<file path="src/rtl/pipe_ctrl_pkg.sv">
// Shared types and constants for the pipeline sequencer.
package pipe_ctrl_pkg;

    typedef enum logic [1:0] {
        IDLE  = 2'd0,
        MC    = 2'd1,
        FLUSH = 2'd2
    } pctrl_state_t;

    // Bit positions inside the stall vector, oldest stage last.
    localparam int unsigned STALL_PC  = 0;
    localparam int unsigned STALL_IF  = 1;
    localparam int unsigned STALL_ID  = 2;
    localparam int unsigned STALL_EX  = 3;
    localparam int unsigned STALL_MEM = 4;
    localparam int unsigned STALL_WB  = 5;

    typedef logic [STALL_WB:0] stall_vec_t;

    // Hold patterns: everything up to and including the stage that needs the hold.
    localparam stall_vec_t STALL_NONE_V = 6'b000000;
    localparam stall_vec_t STALL_ID_V   = 6'b000111;
    localparam stall_vec_t STALL_EX_V   = 6'b001111;

endpackage

</file>
<file path="src/rtl/pipe_ctrl_if.sv">
// Request/control bundle between the datapath (master) and the sequencer (slave).
import pipe_ctrl_pkg::*;

interface pipe_ctrl_if #(
    parameter int unsigned CNT_W = 5
);
    logic             stallreq_id;
    logic             stallreq_ex;
    logic             mc_start;
    logic [CNT_W-1:0] mc_cycles;
    logic             flush_req;
    stall_vec_t       stall;
    logic             flush;
    logic             mc_busy;
    logic             mc_done;

    modport master (
        output stallreq_id, stallreq_ex, mc_start, mc_cycles, flush_req,
        input  stall, flush, mc_busy, mc_done
    );

    modport slave (
        input  stallreq_id, stallreq_ex, mc_start, mc_cycles, flush_req,
        output stall, flush, mc_busy, mc_done
    );
endinterface

</file>
<file path="src/rtl/pipe_ctrl_mc_counter.sv">
// Loadable down-counter tracking the remaining EX occupancy of a multi-cycle op.
module mc_counter #(
    parameter int unsigned CNT_W = 5
) (
    input  logic             clk,
    input  logic             rst,
    input  logic             load,
    input  logic [CNT_W-1:0] load_val,
    input  logic             dec,
    input  logic             clear,
    output logic             is_last
);
    logic [CNT_W-1:0] cnt;

    // Clear beats load beats decrement; the count saturates at zero.
    always_ff @(posedge clk or posedge rst) begin
        if (rst) begin
            cnt <= '0;
        end else if (clear) begin
            cnt <= '0;
        end else if (load) begin
            cnt <= load_val;
        end else if (dec && (cnt != '0)) begin
            cnt <= cnt - CNT_W'(1);
        end
    end

    assign is_last = (cnt == CNT_W'(1));
endmodule

</file>
<file path="src/rtl/pipe_ctrl.sv">
// Pipeline sequencer: merges stall requests, holds EX for multi-cycle ops, sequences flushes.
import pipe_ctrl_pkg::*;

module pipe_ctrl #(
    parameter int unsigned CNT_W        = 5,
    parameter int unsigned FLUSH_CYCLES = 2
) (
    input logic       clk,
    input logic       rst,
    pipe_ctrl_if.slave bus
);
    localparam int unsigned FW = (FLUSH_CYCLES > 1) ? $clog2(FLUSH_CYCLES) : 1;
    localparam logic [FW-1:0] FLUSH_RELOAD = FW'(FLUSH_CYCLES - 1);

    pctrl_state_t     state;
    pctrl_state_t     state_nxt;
    logic [FW-1:0]    flush_cnt;
    logic [FW-1:0]    flush_cnt_nxt;

    logic [CNT_W-1:0] mc_len;
    logic             mc_long;
    logic             mc_short;
    logic             mc_load;
    logic             mc_dec;
    logic             mc_last;

    stall_vec_t       stall_o;
    logic             flush_o;
    logic             busy_o;
    logic             done_o;

    assign mc_len   = bus.mc_cycles;
    assign mc_long  = bus.mc_start && (mc_len > CNT_W'(1));
    assign mc_short = bus.mc_start && (mc_len <= CNT_W'(1));

    // A flush in the same cycle suppresses the load, so the aborted op leaves cnt at zero.
    assign mc_load  = (state == IDLE) && mc_long && !bus.flush_req;
    assign mc_dec   = (state == MC) && !bus.flush_req;

    mc_counter #(
        .CNT_W(CNT_W)
    ) u_mc_counter (
        .clk      (clk),
        .rst      (rst),
        .load     (mc_load),
        .load_val (mc_len - CNT_W'(1)),
        .dec      (mc_dec),
        .clear    (bus.flush_req),
        .is_last  (mc_last)
    );

    // State and flush-length registers.
    always_ff @(posedge clk or posedge rst) begin
        if (rst) begin
            state     <= IDLE;
            flush_cnt <= '0;
        end else begin
            state     <= state_nxt;
            flush_cnt <= flush_cnt_nxt;
        end
    end

    // Next-state logic; a flush request overrides every other transition.
    always_comb begin
        state_nxt     = state;
        flush_cnt_nxt = flush_cnt;
        if (bus.flush_req) begin
            flush_cnt_nxt = FLUSH_RELOAD;
            if (FLUSH_CYCLES > 1) begin
                state_nxt = FLUSH;
            end else begin
                state_nxt = IDLE;
            end
        end else begin
            case (state)
                IDLE: begin
                    if (mc_long) begin
                        state_nxt = MC;
                    end
                end
                MC: begin
                    if (mc_last) begin
                        state_nxt = IDLE;
                    end
                end
                FLUSH: begin
                    if (flush_cnt != '0) begin
                        flush_cnt_nxt = flush_cnt - FW'(1);
                    end
                    if (flush_cnt <= FW'(1)) begin
                        state_nxt = IDLE;
                    end
                end
                default: state_nxt = IDLE;
            endcase
        end
    end

    // Output decode: flush first, then EX hold, then ID hold.
    always_comb begin
        stall_o = STALL_NONE_V;
        flush_o = 1'b0;
        busy_o  = (state == MC);
        done_o  = 1'b0;
        if ((state == FLUSH) || bus.flush_req) begin
            flush_o = 1'b1;
        end else begin
            if (state == IDLE) begin
                done_o = mc_short;
            end else if (state == MC) begin
                done_o = mc_last;
            end
            if (((state == MC) && !mc_last) || ((state == IDLE) && mc_long) || bus.stallreq_ex) begin
                stall_o = STALL_EX_V;
            end else if (bus.stallreq_id) begin
                stall_o = STALL_ID_V;
            end
        end
    end

    assign bus.stall   = stall_o;
    assign bus.flush   = flush_o;
    assign bus.mc_busy = busy_o;
    assign bus.mc_done = done_o;
endmodule

</file>
<file path="src/flat_wrapper.sv">
// flat-port wrapper written by rule: the top's interface ports become plain ports
module pipe_ctrl_flat 
#(
    parameter int unsigned CNT_W        = 5,
    parameter int unsigned FLUSH_CYCLES = 2
)
  (clk, rst, bus_stallreq_id, bus_stallreq_ex, bus_mc_start, bus_mc_cycles, bus_flush_req, bus_stall, bus_flush, bus_mc_busy, bus_mc_done);
  pipe_ctrl_if #(.CNT_W(CNT_W)) bus_i ();
  input logic clk;
  input logic rst;
  input wire logic [$bits(bus_i.stallreq_id)-1:0] bus_stallreq_id;
  input wire logic [$bits(bus_i.stallreq_ex)-1:0] bus_stallreq_ex;
  input wire logic [$bits(bus_i.mc_start)-1:0] bus_mc_start;
  input wire logic [$bits(bus_i.mc_cycles)-1:0] bus_mc_cycles;
  input wire logic [$bits(bus_i.flush_req)-1:0] bus_flush_req;
  output wire logic [$bits(bus_i.stall)-1:0] bus_stall;
  output wire logic [$bits(bus_i.flush)-1:0] bus_flush;
  output wire logic [$bits(bus_i.mc_busy)-1:0] bus_mc_busy;
  output wire logic [$bits(bus_i.mc_done)-1:0] bus_mc_done;
  assign bus_i.stallreq_id = bus_stallreq_id;
  assign bus_i.stallreq_ex = bus_stallreq_ex;
  assign bus_i.mc_start = bus_mc_start;
  assign bus_i.mc_cycles = bus_mc_cycles;
  assign bus_i.flush_req = bus_flush_req;
  assign bus_stall = bus_i.stall;
  assign bus_flush = bus_i.flush;
  assign bus_mc_busy = bus_i.mc_busy;
  assign bus_mc_done = bus_i.mc_done;
  pipe_ctrl #(.CNT_W(CNT_W), .FLUSH_CYCLES(FLUSH_CYCLES)) u_core (.clk(clk), .rst(rst), .bus(bus_i));
endmodule
</file>
<file path="config.mk">
export PLATFORM = sky130hd
export DESIGN_NAME = pipe_ctrl_flat
export DESIGN_NICKNAME = d
export VERILOG_FILES = /design/src/rtl/pipe_ctrl_pkg.sv /design/src/rtl/pipe_ctrl_if.sv /design/src/rtl/pipe_ctrl_mc_counter.sv /design/src/rtl/pipe_ctrl.sv /design/src/flat_wrapper.sv
export SDC_FILE = /design/constraint.sdc
export NUM_CORES = 1
export LEC_CHECK = 0
export CAP_MARGIN = 15
export CELL_PAD_IN_SITES_DETAIL_PLACEMENT = 1
export CELL_PAD_IN_SITES_GLOBAL_PLACEMENT = 1
export CORE_MARGIN = 2
export CORE_UTILIZATION = 25
export DETAILED_ROUTE_END_ITERATION = 10
export PLACE_DENSITY_LB_ADDON = 0.1
export SYNTH_ARGS = -nofsm -noshare
export SYNTH_HDL_FRONTEND = slang
export SYNTH_SLANG_ARGS = --single-unit
</file>
<file path="constraint.sdc">
create_clock -name clk -period 1.8 [get_ports clk]
set_input_delay 0.27 -clock clk [delete_from_list [all_inputs] [get_ports clk]]
set_output_delay 0.27 -clock clk [all_outputs]
set_load 0.005 [all_outputs]
</file>
==> out/results.ini <==
[place]
place_area_um2=948.4
place_hpwl_mm=1.433
place.gp.congestion=0.7720
portBuffers=17

[power]
leakage_nw=0.5513
pwr_density_cell_nw_per_um2=491.2
seqPwrFrac_pct=32.9
p_total_mw=0.5501
pwr-share-clk_pct=25.7
power_switching_mw=0.1617
combPwrFrac_pct=41.5
p_int_mw=0.3883
switching_share_pct=29.40
ir_worst_vdd_uv=474.9

[sta]
hold_ws_ns=0.2506
timing.setup.tns_ns=-0.2979
period_minus_slack_ns=1.900
setup_slack_ns=-0.1005
hold_violations=0
drv_slew=0
fin_crit_sh_pct=105.6
finalSetupViolCount=3
grt_setup_unrepaired=yes
max_freq_mhz=526.2
skew_ns=0.001260

[setup_path]
worst-path-buf-inv=2
cp-end-kind=primary output
slowest_delay_ns=0.38
worstPathCellList=buf_6 -> or3_4 -> o211a_1 -> or2_1 -> o31a_1 -> buf_2
critPathTopFamily=simple AND/OR/NAND/NOR gates
arrival_ns=1.63
cp_slowest_cell=or3_4
worstPathRequired_ns=1.53
worstSetupPathType=input port to primary output
critPathMaxFanout=3
cp-start-kind=input port

[detailed_routing]
ant_nets=0
firstDrtPassIters=4
wirelength_mm=1.923
drt_iter0_drc=4
wire_per_inst_um=13.08
drc=0
viasPerCell=4.612
route.vias.total=678

[layout]
drive_gt1_share_pct=52.10
nets=136
stdcell_area_um2=1120
antenna_cells=0
area_growth_pct=81.91
n_fill_cell=253
fin_util_pct=49.20

[synth]
avgSynthCellArea_um2=8.794
syn_area_um2=615.6
synth_common_cells=inv_1 (9), dfrtp_1 (7), ha_1 (5)
ys_seq_area_share_pct=28.46
yosysTopAreaCell=dfrtp_1
ys_types=32
synthArstFlopShare_pct=100.0
ys_ff_latch=7
synth_warnings=0
synth_flop_cell=dfrtp_1
yosysMostFrequentCell=inv_1
syn-instance-count=70
synthTopCellsByArea=dfrtp_1 (28%), ha_1 (10%), inv_1 (5.5%), buf_4 (4.9%), xnor2_1 (4.3%)
yosys.area.top_type_share_pct=28.46
synth_edf_count=0

[die]
rows=17
chipWidth_um=53.62
fp.coreArea_um2=2276
die-height_um=53.62
die_area_um2=2875
start_util_pct=27.05
io_pins=20

[cts]
clk_pin_slew_worst_paths_ns=0.05
worstSkewPairLatency_ns=0.25
numCtsBuffers=3
htreeDepth=1
root_buffer=clkbuf_4
tritoncts=done
clock-sinks=7
clockBufferDepth=2
hold_buffers=0

[global_routing]
grt_pass1_vias=701
grt_max_degree=11
antenna_found_initial=0
grt_use_met2_pct=26.75
grt-ovfl-total=0
busiest_layer=met2
met3_usage_pct=4.444
grtUsageMet1_pct=18.75
grt_pass1_wl_mm=3.187
grtUsageTotal_pct=15.29

[min_path]
hp-class=input port to async pin

[status]
violations=negative setup slack
outcome=complete, but fails checks

[run]
maxCapViolCount=0

path summary, 6_finish.rpt:
path	startpoint	slack, ns	cells past startpoint	to
max in group asynchronous	rst	1.32	2	u_core.state[0]
worst max register to register	u_core.u_mc_counter.cnt[0]	0.06	6	u_core.u_mc_counter.cnt[4]
worst min register to register	u_core.u_mc_counter.cnt[3]	0.73	3	u_core.u_mc_counter.cnt[3]
min in group clk	bus_mc_cycles[0]	0.44	4	u_core.u_mc_counter.cnt[0]
worst min-delay path	rst	0.25	2	u_core.u_mc_counter.cnt[3]
worst max-delay path	bus_mc_cycles[4]	-0.10	6	bus_stall[2]
power by group through the flow:
stage	combinational, mW	clock, mW	sequential (mW)
after CTS	0.209	0.149	0.180
after global placement	0.190	0	0.179
after detailed placement	0.193	0	0.180
after floorplan	0.0873	0	0.180
final	0.228	0.141	0.181
after global routing	0.252	0.159	0.182
cells in the final DEF (no fill, tap or decap), types with 2 or more instances in the layout:
cell	count
mux2i_1	2
a21oi_1	2
inv_2	3
ha_4	2
buf_6	7
ha_1	3
dfrtp_1	6
xnor2_1	3
a21oi_2	2
a211oi_1	3
buf_4	31
inv_1	6
o21a_1	2
clkbuf_4	3
conb_1	2
nor3_1	2
buf_2	6
nor2_1	4
o31a_1	2
clkdlybuf4s50_1	5
stage by stage:
stage | setup WS (ns) | std cells
6_report | -0.1005 | 147
5_1_grt | -0.1547 | 147
4_1_cts | -0.1411 | 143
3_5_place_dp | -0.7985 | 132
3_3_place_gp | -0.7449 | 132
2_1_floorplan | -0.1153 | 71
metal layers:
metal,wire length (um),vias to the layer above
li1,-,337
met1,826,324
met2,988,17
met3,107,0
met4,0,0
met5,0,-
final cells by class:
class | count | area [um^2] | area share [%]
multi-input cells | 48 | 435.4 | 38.88
repair buffers | 51 | 412.9 | 36.87
flip-flops and latches | 7 | 176.4 | 15.75
well taps | 28 | 35.03 | 3.129
inverters | 9 | 33.78 | 3.017
clock buffers | 4 | 26.28 | 2.346
flip-flops by register name, summed over array words and instances (netlist names):
name / flops
u_core.u_mc_counter.cnt: 5
u_core.state: 2
kinds of logic after synthesis:
| family | Yosys count | synth area share (%) |
|---|---|---|
| multiplexers | 2 | 3.252 |
| AO/OA/AOI/OAI | 19 | 22.97 |
| adder cells (fa/ha/maj) | 5 | 10.16 |
| other | 1 | 0.6092 |
| XOR/XNOR | 4 | 5.692 |
| flip-flops | 7 | 28.46 |
| AND/OR/NAND/NOR | 16 | 15.45 |
| buffers and inverters | 16 | 13.41 |
what timing repair did:
| item | 4_1_cts | 5_1_grt |
|---|---|---|
| setup buffers | 7 | 4 |
| setup endpoints to repair | 8 | 8 |
| gates resized for setup | 58 | 9 |
| pin swaps | 8 | 11 |
(Power assumes the default switching activity.)
